**src/rtl/aqua_pkg.sv**
```systemverilog
// Shared types for the ALU issue path.
// Holds the issue packet and scheduler sizing.
package aqua_pkg;

  localparam int ALU_SCHED_DEPTH = 4;
  localparam int ALU_SCHED_CNT_W = $clog2(ALU_SCHED_DEPTH) + 1;

  typedef enum logic [3:0] {
    ALU_ADD  = 4'd0,
    ALU_SUB  = 4'd1,
    ALU_AND  = 4'd2,
    ALU_OR   = 4'd3,
    ALU_XOR  = 4'd4,
    ALU_SLL  = 4'd5,
    ALU_SRL  = 4'd6,
    ALU_SRA  = 4'd7,
    ALU_SLT  = 4'd8,
    ALU_SLTU = 4'd9
  } alu_op_t;

  typedef struct packed {
    logic        valid;
    logic        is_instr2;
    alu_op_t     op;
    logic [4:0]  rd;
    logic [31:0] rs1;
    logic [31:0] rs2;
  } alu_issue_t;

endpackage

```
**src/rtl/fifo_2w1r.sv**
```systemverilog
// Two-write / one-read circular buffer with occupancy.
// Second write lands after the first only when both are enabled.
module fifo_2w1r #(
  parameter int  DEPTH = 4,
  parameter type T     = logic [7:0]
) (
  input  logic                   clk,
  input  logic                   rst,
  input  logic                   clr,
  input  logic                   wen0,
  input  logic                   wen1,
  input  T                       wdata0,
  input  T                       wdata1,
  input  logic                   ren,
  output T                       rdata,
  output logic [$clog2(DEPTH):0] count
);

  localparam int AW = $clog2(DEPTH);
  localparam int CW = AW + 1;
  localparam logic [CW-1:0] DEPTH_C = CW'(DEPTH);

  T              mem [DEPTH];
  logic [AW-1:0] rptr;
  logic [AW-1:0] wptr;
  logic [AW-1:0] waddr1;
  logic [CW-1:0] npush;
  logic          pop;

  // Lane-1 slot follows lane 0 only when lane 0 also writes.
  always_comb begin
    waddr1 = wptr + AW'(wen0);
    npush  = CW'(wen0) + CW'(wen1);
    pop    = ren && (count != '0) && !clr;
  end

  // Pointer and occupancy update; clear wins over everything.
  always_ff @(posedge clk or posedge rst) begin
    if (rst) begin
      rptr  <= '0;
      wptr  <= '0;
      count <= '0;
    end else if (clr) begin
      rptr  <= '0;
      wptr  <= '0;
      count <= '0;
    end else begin
      wptr  <= wptr + AW'(npush);
      rptr  <= rptr + AW'(pop);
      count <= count + npush - CW'(pop);
    end
  end

  // Entry storage; unreset, masked by the empty state upstream.
  always_ff @(posedge clk) begin
    if (!clr) begin
      if (wen0) mem[wptr]   <= wdata0;
      if (wen1) mem[waddr1] <= wdata1;
    end
  end

  assign rdata = mem[rptr];

  a_count_max : assert property (
    @(posedge clk) disable iff (rst) count <= DEPTH_C);

  a_no_overwrite : assert property (
    @(posedge clk) disable iff (rst)
    clr || ((DEPTH_C - count) >= npush));

endmodule

```
**src/rtl/alu_issue_sched.sv**
```systemverilog
// Shares one ALU between two issue lanes via an in-order queue.
// Stall comes from registered occupancy only.
import aqua_pkg::*;

module alu_issue_sched #(
  parameter int DEPTH = ALU_SCHED_DEPTH
) (
  input  logic                   i_clk,
  input  logic                   i_rst,
  input  logic                   i_flush,
  input  alu_issue_t             i_issue0,
  input  alu_issue_t             i_issue1,
  output logic                   o_stall,
  output alu_issue_t             o_alu_pkg,
  input  logic                   i_alu_ready,
  output logic [$clog2(DEPTH):0] o_count
);

  localparam int CW = $clog2(DEPTH) + 1;
  localparam logic [CW-1:0] DEPTH_C = CW'(DEPTH);

  logic [CW-1:0] count;
  logic          acc;
  logic          wen0;
  logic          wen1;
  alu_issue_t    head;

  // Accept gating; a lone lane-1 packet takes the lane-0 slot.
  always_comb begin
    o_stall = (DEPTH_C - count) < CW'(2);
    acc     = !o_stall && !i_flush;
    wen0    = acc && i_issue0.valid;
    wen1    = acc && i_issue1.valid;
  end

  fifo_2w1r #(
    .DEPTH (DEPTH),
    .T     (alu_issue_t)
  ) u_fifo (
    .clk    (i_clk),
    .rst    (i_rst),
    .clr    (i_flush),
    .wen0   (wen0),
    .wen1   (wen1),
    .wdata0 (i_issue0),
    .wdata1 (i_issue1),
    .ren    (i_alu_ready),
    .rdata  (head),
    .count  (count)
  );

  // Empty queue presents an all-zero packet to the ALU.
  always_comb begin
    o_alu_pkg = (count != '0) ? head : '0;
    o_count   = count;
  end

endmodule
```
**config.mk**
```make
export PLATFORM = sky130hd
export DESIGN_NAME = alu_issue_sched
export DESIGN_NICKNAME = d
export VERILOG_FILES = /design/src/rtl/aqua_pkg.sv /design/src/rtl/fifo_2w1r.sv /design/src/rtl/alu_issue_sched.sv
export SDC_FILE = /design/constraint.sdc
export NUM_CORES = 1
export LEC_CHECK = 0
export CAP_MARGIN = 10
export CORE_AREA = 2 2 164 198
export CTS_CLUSTER_DIAMETER = 200
export DETAILED_ROUTE_END_ITERATION = 8
export DIE_AREA = 0 0 166 200
export PLACE_DENSITY = 0.75
export SYNTH_ARGS = -nofsm -noshare
export SYNTH_HDL_FRONTEND = slang
export SYNTH_SLANG_ARGS = --single-unit
```
**constraint.sdc**
```tcl
create_clock -name i_clk -period 6.3 [get_ports i_clk]
set_clock_uncertainty 0.15 [all_clocks]
set_input_delay 0.945 -clock i_clk [delete_from_list [all_inputs] [get_ports i_clk]]
set_output_delay 0.945 -clock i_clk [all_outputs]
set_load 0.02 [all_outputs]
```
**Word level (Yosys, flattened, before mapping)**

Memories as Yosys holds them, arrays and structs flattened.
Index checks and enable logic that the tools add are counted.

- Equal/unequal tests: 0
- Reductions and logical operators: 8
- Add/subtract/negate cells: 7
- Muxes and demuxes: 10
- Multiply operators: 0
- Div/mod/pow operators: 0
- Magnitude comparators: 1
- Bitwise operators: 0
- Shift-type cells: 0

Operator list:

| cell | number |
|---|---|
| $mux 75 | 1 |
| $mux 1 | 6 |
| $logic_and 1x1->1 | 5 |
| $add 2x1->2 | 2 |
| $mux 2 | 2 |
| $add 3x3->3 | 1 |
| $lt 3x2->1 const B | 1 |
| $mux 3 | 1 |
| $reduce_bool 3->1 | 1 |
| $sub 3x1->3 | 1 |
| $sub 3x3->3 const A | 1 |
| $add 1x1->2 | 1 |
| $add 2x2->2 | 1 |
| $logic_not 1->1 | 2 |

- Latch bits: 0
- Memories: 1
- Memory bits (writable): 300
- Output and inout port bits: 79
- Bits in registers: 7
- Logic and storage cells: 30
- Input port bits: 154
- Memory bits (read-only): 0

Memory list:

| memory | depth | width | rd ports | clocked after Yosys merged registers in | wr ports | line | RTL |
|---|---|---|---|---|---|---|---|
| u_fifo.mem | 4 | 75 | 1 | 0 | 2 | fifo_2w1r.sv:23 | `T mem [DEPTH];` |

**Depth between registers and ports, before layout**

Gate-level depths: netlist of the first run.

- Word-level depth: 9
- Depth in mapped cells: 13
- Depth with buffers taken out: 12

**Modules after synthesis**

Synthesis of the first run repeated with hierarchy kept, for this count alone.

- Cell total of the unflattened synthesis: 867
- Area, all modules: 15828.9 µm²

Modules (own cells, without submodules):

| module | cells an instance | times used | seq. area each (µm²) | area each (µm²) |
|---|---|---|---|---|
| fifo_2w1r | 776 | 1 | 9183.8 | 15224.6 |
| alu_issue_sched | 91 | 1 | 0.0 | 604.3 |

**Least setup slack after synthesis of the first run**

OpenSTA, ideal clock, no wires.

- Kind: input port to flip-flop
- Start point: in i_flush
- End point: mem u_fifo.mem[3][0] in the netlist's numbering, enable pin
- Required time: 5.609 ns
- Arrival time: 5.647 ns
- Path slack: -0.037 ns
- Setup time: 0.541 ns
- Cell stages on the path: 8
- Path buffers: 2
- Cell sequence: buf_2 nor2b_1 nand2_1 inv_1 ha_1 clkbuf_1 nand3_1 o221ai_1

RTL lines:

| what | line | RTL |
|---|---|---|
| from (decl) | alu_issue_sched.sv:10 | `input logic i_flush,` |
| to (decl) | fifo_2w1r.sv:23 |  |

==> flow_results.xml, run 1 <==
<?xml version="1.0" encoding="UTF-8"?>
<metrics>
  <group name="logic_synthesis">
    <metric name="synth_seq_area_share" unit="">0.594</metric>
    <metric name="number_of_enable_type_register_cells_in_the_synthesized_netlist" unit="">300</metric>
    <metric name="yosys.cell_types.count" unit="">30</metric>
    <metric name="synth_cell_area" unit="mm^2">0.0155</metric>
    <metric name="yosys_warnings" unit="">0</metric>
    <metric name="synth_compound_area_frac" unit="">0.00235</metric>
    <metric name="synth.ff_latch_count" unit="">307</metric>
    <metric name="synthXorXnorAreaFrac" unit="">0.00396</metric>
    <metric name="syn_avg_cell_area" unit="um^2">17.6</metric>
    <metric name="synthArstFlopShare" unit="">0.0228</metric>
    <metric name="post_synth_inst_count" unit="">879</metric>
    <metric name="post_synth_fa_ha_maj_area_fraction" unit="">0.00857</metric>
    <metric name="muxShareOfSynthArea" unit="">0.325</metric>
    <metric name="postSynthNetCount" unit="">1043</metric>
    <metric name="synth_flop_cell" unit="">sky130_fd_sc_hd__edfxtp_1</metric>
    <metric name="combinational_family_with_the_most_area_after_synthesis" unit="">multiplexers</metric>
    <metric name="synth_simple_gate_area_share" unit="">0.0442</metric>
  </group>
  <group name="global_routing">
    <metric name="gr-total-overflow" unit="">0</metric>
    <metric name="grt_start_max_net_pins" unit="">64</metric>
    <metric name="via_count_of_the_first_global_routing_pass" unit="">9490</metric>
    <metric name="grtUsageTotal" unit="">0.213</metric>
    <metric name="antenna_found_initial" unit="">3</metric>
    <metric name="grt_first_pass_wirelength" unit="um">54500</metric>
  </group>
  <group name="detailed_routing">
    <metric name="drt-total-wl" unit="um">35300</metric>
    <metric name="detailedRoute.firstPassIterationCount" unit="">4</metric>
    <metric name="remaining_drc_errors" unit="">0</metric>
    <metric name="route.detailed.vias_per_inst" unit="">5.68</metric>
    <metric name="antenna_left" unit="">0</metric>
    <metric name="vias" unit="">8700</metric>
    <metric name="drt_iter0_markers" unit="">568</metric>
    <metric name="drt-wirelength-per-cell" unit="um">23.1</metric>
  </group>
  <group name="setup_path">
    <metric name="crit_path_start_kind" unit="">flop</metric>
    <metric name="rrSetupSlack" unit="ns">2.42</metric>
    <metric name="cp_data_required_time" unit="ns">5.20</metric>
    <metric name="worstReg2RegEnd" unit="">u_fifo.mem[1][31]</metric>
    <metric name="launching_instance_or_port_of_the_critical_path" unit="">u_fifo.rptr[0]</metric>
    <metric name="highest_fanout_seen_on_the_critical_path" unit="">39</metric>
    <metric name="crit_type" unit="">reg2out</metric>
    <metric name="critPathArrivalTime" unit="ns">3.34</metric>
    <metric name="worst_r2r_path_depth" unit="">10</metric>
    <metric name="worst_reg2reg_path_startpoint" unit="">u_fifo.count[0]</metric>
    <metric name="crit_path_end" unit="">o_alu_pkg[61]</metric>
    <metric name="crit_path_end_kind" unit="">output pin</metric>
  </group>
  <group name="floorplan">
    <metric name="die_area" unit="mm^2">0.0332</metric>
    <metric name="floorplan.core_area" unit="mm^2">0.0312</metric>
    <metric name="floorplan.die.width" unit="um">166</metric>
    <metric name="initial_utilization" unit="">0.496</metric>
    <metric name="rows" unit="">71</metric>
    <metric name="num_io_pins" unit="">233</metric>
    <metric name="die_y" unit="um">200</metric>
  </group>
  <group name="sta">
    <metric name="worst_slack" unit="ns">1.87</metric>
    <metric name="final.period_utilization" unit="">0.703</metric>
    <metric name="worstMarginPinSlew" unit="ns">1.10</metric>
    <metric name="whs" unit="ns">0.492</metric>
    <metric name="final-max-slew-violation-count" unit="">0</metric>
    <metric name="headroom_to_the_max_slew_limit" unit="">0.270</metric>
    <metric name="setup_repair_after_global_routing_missed_its_margin" unit="">no</metric>
    <metric name="totalNegativeSetupSlack" unit="ns">0</metric>
    <metric name="fin_crit" unit="ns">4.43</metric>
    <metric name="fmax" unit="MHz">226</metric>
    <metric name="final-hold-violation-count" unit="">0</metric>
    <metric name="finalSetupViolCount" unit="">0</metric>
  </group>
  <group name="clock_tree">
    <metric name="tritoncts_clock_tree" unit="">done</metric>
    <metric name="cts.sink_count" unit="">307</metric>
    <metric name="holdBufCountCts" unit="">0</metric>
    <metric name="cts-resized-gates" unit="">0</metric>
    <metric name="insertion_delay" unit="ns">0.54</metric>
    <metric name="clkSlewWorstSetupHoldPaths" unit="ns">0.06</metric>
    <metric name="numCtsBuffers" unit="">31</metric>
    <metric name="cts.htree.levels" unit="">1</metric>
    <metric name="max-clock-path-buffers" unit="">3</metric>
    <metric name="clockRootBuffer" unit="">sky130_fd_sc_hd__clkbuf_16</metric>
    <metric name="cts_post_setup_buffers_inserted" unit="">0</metric>
  </group>
  <group name="place">
    <metric name="placement.io_buffers" unit="">232</metric>
    <metric name="routabilityCongestion" unit="">0.811</metric>
    <metric name="place_inst" unit="">1471</metric>
    <metric name="detailedPlacementHpwl" unit="um">21000</metric>
    <metric name="place_ws" unit="ns">1.79</metric>
  </group>
  <group name="worst_hold_path">
    <metric name="hold_path_class" unit="">in2async</metric>
  </group>
  <group name="pwr">
    <metric name="fin_total_pwr" unit="mW">7.73</metric>
    <metric name="cellLeakagePower" unit="nW">6.26</metric>
    <metric name="pwr_density_cell" unit="mW/mm^2">401</metric>
    <metric name="power.ir.vdd_worst" unit="V">0.000410</metric>
  </group>
  <group name="finish">
    <metric name="area_growth" unit="%">24.7</metric>
    <metric name="final-instance-count-excl-fill" unit="">1532</metric>
    <metric name="mostFrequentLayoutCells" unit="">sky130_fd_sc_hd__edfxtp_1, sky130_fd_sc_hd__mux2_2, sky130_fd_sc_hd__clkdlybuf4s50_1</metric>
    <metric name="num-fill-cells" unit="">2311</metric>
    <metric name="mostFrequentLayoutCell" unit="">sky130_fd_sc_hd__edfxtp_1</metric>
    <metric name="post_route_cells_drive_above_1_share" unit="">0.353</metric>
    <metric name="finalNetCount" unit="">1267</metric>
  </group>
  <group name="job">
    <metric name="maximum_capacitance_violations" unit="">0</metric>
  </group>
  <group name="status">
    <metric name="status" unit="">complete, no violations</metric>
  </group>
</metrics>
[how the worst min path moves through the flow]
stage	startpoint	depth (start not counted)	slack, ns	endpoint
floorplan	u_fifo.rptr[0]	2	0.46	u_fifo.rptr[0]
global placement	u_fifo.count[2]	3	0.52	u_fifo.count[2]
detailed placement	u_fifo.count[2]	3	0.52	u_fifo.count[2]
CTS	i_rst	2	0.49	u_fifo.count[2]
global route	i_rst	2	0.53	u_fifo.count[2]
finish	i_rst	2	0.49	u_fifo.count[2]
[report_power, final]
part	leakage [nW]	internal, mW	switching, mW
clock	0.516	1.10	0.767
combinational	2.92	1.41	1.59
sequential	2.83	2.74	0.128
[cell type report]
| cell class | count | area, um^2 | share of cell area |
|---|---|---|---|
| Antenna cell | 4 | 10.0 | 0.000519 |
| Clock buffer | 33 | 783 | 0.0406 |
| Clock inverter | 24 | 251 | 0.0130 |
| Inverter | 9 | 33.8 | 0.00175 |
| Multi-Input combinational cell | 503 | 6010 | 0.311 |
| Sequential cell | 307 | 9190 | 0.476 |
| Tap cell | 401 | 502 | 0.0260 |
| Timing Repair Buffer | 251 | 2510 | 0.130 |
[cell usage after synthesis (2+ instances only)]
cell                       count  share of area
sky130_fd_sc_hd__mux4_2       75           0.11
sky130_fd_sc_hd__edfxtp_1    300           0.58
sky130_fd_sc_hd__buf_1         3        0.00073
sky130_fd_sc_hd__inv_1         8         0.0019
sky130_fd_sc_hd__nand4_1       4         0.0016
sky130_fd_sc_hd__ha_1          9         0.0073
sky130_fd_sc_hd__buf_2        24         0.0078
sky130_fd_sc_hd__xnor2_1       5         0.0028
sky130_fd_sc_hd__mux2_1       53          0.039
sky130_fd_sc_hd__or2_2         2        0.00081
sky130_fd_sc_hd__mux2_2      243           0.18
sky130_fd_sc_hd__dfrtp_1       7          0.011
sky130_fd_sc_hd__nor2_1        7         0.0017
sky130_fd_sc_hd__xor2_1        2         0.0011
sky130_fd_sc_hd__a221o_1       2         0.0013
sky130_fd_sc_hd__clkbuf_1     16         0.0039
sky130_fd_sc_hd__nand2b_1      5         0.0020
sky130_fd_sc_hd__nand2_1       3        0.00073
sky130_fd_sc_hd__buf_4        17         0.0082
sky130_fd_sc_hd__nor4_2        2         0.0016
sky130_fd_sc_hd__nor2b_1      82          0.033
sky130_fd_sc_hd__nor4_1        2        0.00081
[worst max-delay path, stage by stage (launching register included)]
cell and delay, ns:
sky130_fd_sc_hd__dfrtp_4 1.00, sky130_fd_sc_hd__buf_4 0.47, sky130_fd_sc_hd__mux4_2 0.53, sky130_fd_sc_hd__nor2b_1 0.18, sky130_fd_sc_hd__clkdlybuf4s50_1 0.59
[metal layers]
| metal | part of all wire | wire length [um] | vias to the layer above | GRT usage |
|---|---|---|---|---|
| met5 | 0 | 0 | - | 0 |
| met4 | 0.024 | 843 | 0 | 0.0586 |
| met3 | 0.051 | 1800 | 50 | 0.0345 |
| met2 | 0.51 | 18100 | 240 | 0.374 |
| met1 | 0.41 | 14600 | 4453 | 0.279 |
| li1 | - | - | 3957 | - |
[sequential cells by signal, indices dropped and copies added, names as in the netlist]
register and cells:
u_fifo.rptr 2, u_fifo.wptr 2, u_fifo.count 3, u_fifo.mem 300
[kinds of logic after synthesis]
| logic type | count (synthesis) |
|---|---|
| XOR/XNOR | 7 |
| buffers and inverters | 69 |
| AND/OR/NAND/NOR | 111 |
| adder cells (fa/ha/maj) | 10 |
| multiplexers | 371 |
| AO/OA/AOI/OAI | 4 |
| flip-flops | 307 |
[stage by stage]
step,instance area (um^2),util
after floorplan,15500,-
after CTS,19300,0.618
final,19300,0.619
after global placement,18200,0.585
after global routing,19300,0.618
after detailed placement,18200,0.585
Power figures use the tool's default switching activity.
==> inputs of run 2 (changes only) <==
Settings changed: CORE_AREA 2 2 164 198 to 2 2 157 189, DIE_AREA 0 0 166 200 to 0 0 159 191, PLACE_DENSITY 0.75 to 0.78.
Clock period 6.3 ns to 4.35 ns, I/O delays scaled along.
==> run 2 against run 1 <==
- flip-flop and latch count unchanged
- setup slack got worse by 1.2 ns
- clock power up 35%
- design area up 0.39%
- critical path type unchanged
- critical endpoint is now o_alu_pkg[74]
- largest power group unchanged
- highest routed layer unchanged
==> flow_results.xml, run 2 (synthesis results as in run 1) <==
<?xml version="1.0" encoding="UTF-8"?>
<metrics>
  <group name="finish">
    <metric name="area_growth" unit="%">25.2</metric>
    <metric name="finalNetCount" unit="">1272</metric>
    <metric name="max_ffs_per_register" unit="">300</metric>
    <metric name="mostFrequentLayoutCell" unit="">sky130_fd_sc_hd__edfxtp_1</metric>
    <metric name="post_route_cells_drive_above_1_share" unit="">0.358</metric>
    <metric name="reg.largest.list" unit="">u_fifo.mem (300), u_fifo.count (3)</metric>
    <metric name="largest_register" unit="">u_fifo.mem</metric>
    <metric name="finalCoreUtilization" unit="">0.677</metric>
    <metric name="mostFrequentLayoutCells" unit="">sky130_fd_sc_hd__edfxtp_1, sky130_fd_sc_hd__mux2_2, sky130_fd_sc_hd__clkdlybuf4s50_1</metric>
    <metric name="finalInstanceArea" unit="mm^2">0.0194</metric>
  </group>
  <group name="sta">
    <metric name="fin_crit" unit="ns">3.70</metric>
    <metric name="fmax" unit="MHz">271</metric>
    <metric name="final.period_utilization" unit="">0.850</metric>
    <metric name="headroom_to_the_max_slew_limit" unit="">0.571</metric>
    <metric name="finalSetupViolCount" unit="">0</metric>
    <metric name="worst_slack" unit="ns">0.654</metric>
    <metric name="whs" unit="ns">0.197</metric>
    <metric name="final-max-slew-violation-count" unit="">0</metric>
    <metric name="final-hold-violation-count" unit="">0</metric>
    <metric name="setup_repair_after_global_routing_missed_its_margin" unit="">no</metric>
    <metric name="worstMarginPinSlew" unit="ns">0.643</metric>
  </group>
  <group name="detailed_routing">
    <metric name="dr_wl_met3" unit="um">2050</metric>
    <metric name="drt_iter0_markers" unit="">526</metric>
    <metric name="vias" unit="">8785</metric>
    <metric name="dr.max_layer_used" unit="">met4</metric>
    <metric name="route.detailed.vias_per_inst" unit="">5.78</metric>
    <metric name="met2_length" unit="um">17900</metric>
    <metric name="detailedRoute.firstPassIterationCount" unit="">5</metric>
    <metric name="drt-total-wl" unit="um">34700</metric>
    <metric name="m1WireLength" unit="um">14100</metric>
    <metric name="remaining_drc_errors" unit="">0</metric>
    <metric name="antenna_left" unit="">0</metric>
    <metric name="drt-wirelength-per-cell" unit="um">22.8</metric>
  </group>
  <group name="clock_tree">
    <metric name="clkSlewWorstSetupHoldPaths" unit="ns">0.06</metric>
    <metric name="insertion_delay" unit="ns">0.56</metric>
    <metric name="clockRootBuffer" unit="">sky130_fd_sc_hd__clkbuf_16</metric>
    <metric name="cts-resized-gates" unit="">0</metric>
    <metric name="cts.htree.levels" unit="">1</metric>
    <metric name="tritoncts_clock_tree" unit="">done</metric>
    <metric name="max-clock-path-buffers" unit="">3</metric>
    <metric name="cts_post_setup_buffers_inserted" unit="">0</metric>
    <metric name="holdBufCountCts" unit="">0</metric>
    <metric name="cts.sink_count" unit="">307</metric>
    <metric name="numCtsBuffers" unit="">31</metric>
  </group>
  <group name="floorplan">
    <metric name="rows" unit="">68</metric>
    <metric name="num_io_pins" unit="">233</metric>
    <metric name="floorplan.die.width" unit="um">159</metric>
    <metric name="die_y" unit="um">191</metric>
    <metric name="die_area" unit="mm^2">0.0304</metric>
    <metric name="initial_utilization" unit="">0.541</metric>
    <metric name="floorplan.core_area" unit="mm^2">0.0286</metric>
  </group>
  <group name="place">
    <metric name="placement.io_buffers" unit="">232</metric>
    <metric name="routabilityCongestion" unit="">0.744</metric>
    <metric name="place_ws" unit="ns">0.683</metric>
    <metric name="detailedPlacementHpwl" unit="um">20400</metric>
    <metric name="placed_cell_area" unit="mm^2">0.0184</metric>
  </group>
  <group name="pwr">
    <metric name="cellLeakagePower" unit="nW">6.27</metric>
    <metric name="power.ir.vdd_worst" unit="V">0.000423</metric>
    <metric name="fin_total_pwr" unit="mW">11.1</metric>
    <metric name="pwr_density_cell" unit="mW/mm^2">573</metric>
  </group>
  <group name="global_routing">
    <metric name="grtUsageTotal" unit="">0.230</metric>
    <metric name="grt_start_max_net_pins" unit="">53</metric>
    <metric name="gr-total-overflow" unit="">0</metric>
    <metric name="via_count_of_the_first_global_routing_pass" unit="">9598</metric>
    <metric name="grt_first_pass_wirelength" unit="um">54200</metric>
    <metric name="antenna_found_initial" unit="">2</metric>
  </group>
  <group name="worst_hold_path">
    <metric name="hold_path_class" unit="">in2async</metric>
  </group>
  <group name="setup_path">
    <metric name="worst_r2r_path_depth" unit="">10</metric>
    <metric name="timing.critical_path.slowest_cell_delay" unit="ns">0.78</metric>
    <metric name="critPathArrivalTime" unit="ns">2.89</metric>
    <metric name="crit_type" unit="">reg2out</metric>
    <metric name="rrSetupSlack" unit="ns">1.06</metric>
    <metric name="cp_data_required_time" unit="ns">3.55</metric>
    <metric name="crit_path_end_kind" unit="">output pin</metric>
    <metric name="critical_path.cell_chain" unit="">buf_12 -&gt; mux4_2 -&gt; nor2b_1 -&gt; clkdlybuf4s50_1</metric>
    <metric name="slowest_stage" unit="">sky130_fd_sc_hd__dfrtp_4</metric>
    <metric name="highest_fanout_seen_on_the_critical_path" unit="">46</metric>
    <metric name="crit_path_start_kind" unit="">flop</metric>
  </group>
  <group name="status">
    <metric name="status" unit="">complete, no violations</metric>
  </group>
  <group name="job">
    <metric name="maximum_capacitance_violations" unit="">0</metric>
  </group>
</metrics>
[run 2: changes by cell type in the layout (fill, tap and decap cells not counted), sizes merged]
cell	delta
buf	+5
clkinv	-4
clkbuf	+9
bufinv	-4
diode	-2
[run 2: per-stage QoR]
stage	instances	TNS [ns]
finish	1520	0
global route	1520	0
CTS	1518	0
detailed placement	1460	0
global placement	1460	0
floorplan	879	-116.70
[run 2: layout make-up]
| type | count | area [um^2] |
|---|---|---|
| Multi-Input combinational cell | 503 | 6040 |
| Inverter | 9 | 36.3 |
| Timing Repair Buffer | 256 | 2650 |
| Antenna cell | 2 | 5.00 |
| Tap cell | 385 | 482 |
| Fill cell | 2007 | 9220 |
| Sequential cell | 307 | 9190 |
| Clock inverter | 16 | 108 |
| Clock buffer | 42 | 847 |
[run 2: path summary, 6_finish.rpt]
kind                                  from                 to
max reg2reg                u_fifo.count[1]  u_fifo.mem[0][41]
min                                  i_rst    u_fifo.count[2]
max                         u_fifo.rptr[1]      o_alu_pkg[74]
min in group i_clk         u_fifo.count[2]    u_fifo.count[2]
min reg2reg                u_fifo.count[2]    u_fifo.count[2]
max in group asynchronous            i_rst     u_fifo.rptr[0]
[run 2: worst max-delay path, delay by kind of cell, from the launching register on]
family	cells	cell delay, ns
flip-flops	1	0.78
multiplexers	1	0.24
buffers and inverters	2	1.04
AND/OR/NAND/NOR	1	0.23
[run 2: layer usage]
| metal | track usage | vias up |
|---|---|---|
| met4 | 0.0587 | 0 |
| li1 | - | 3957 |
| met1 | 0.292 | 4512 |
| met2 | 0.412 | 269 |
| met5 | 0 | - |
| met3 | 0.0421 | 47 |
[run 2: where the power goes]
group | total [mW] | internal (mW) | switching, mW
combinational | 4.48 | 2.13 | 2.35
sequential | 4.10 | 3.97 | 0.137
clock | 2.52 | 1.42 | 1.10
total | 11.1 | 7.51 | 3.59
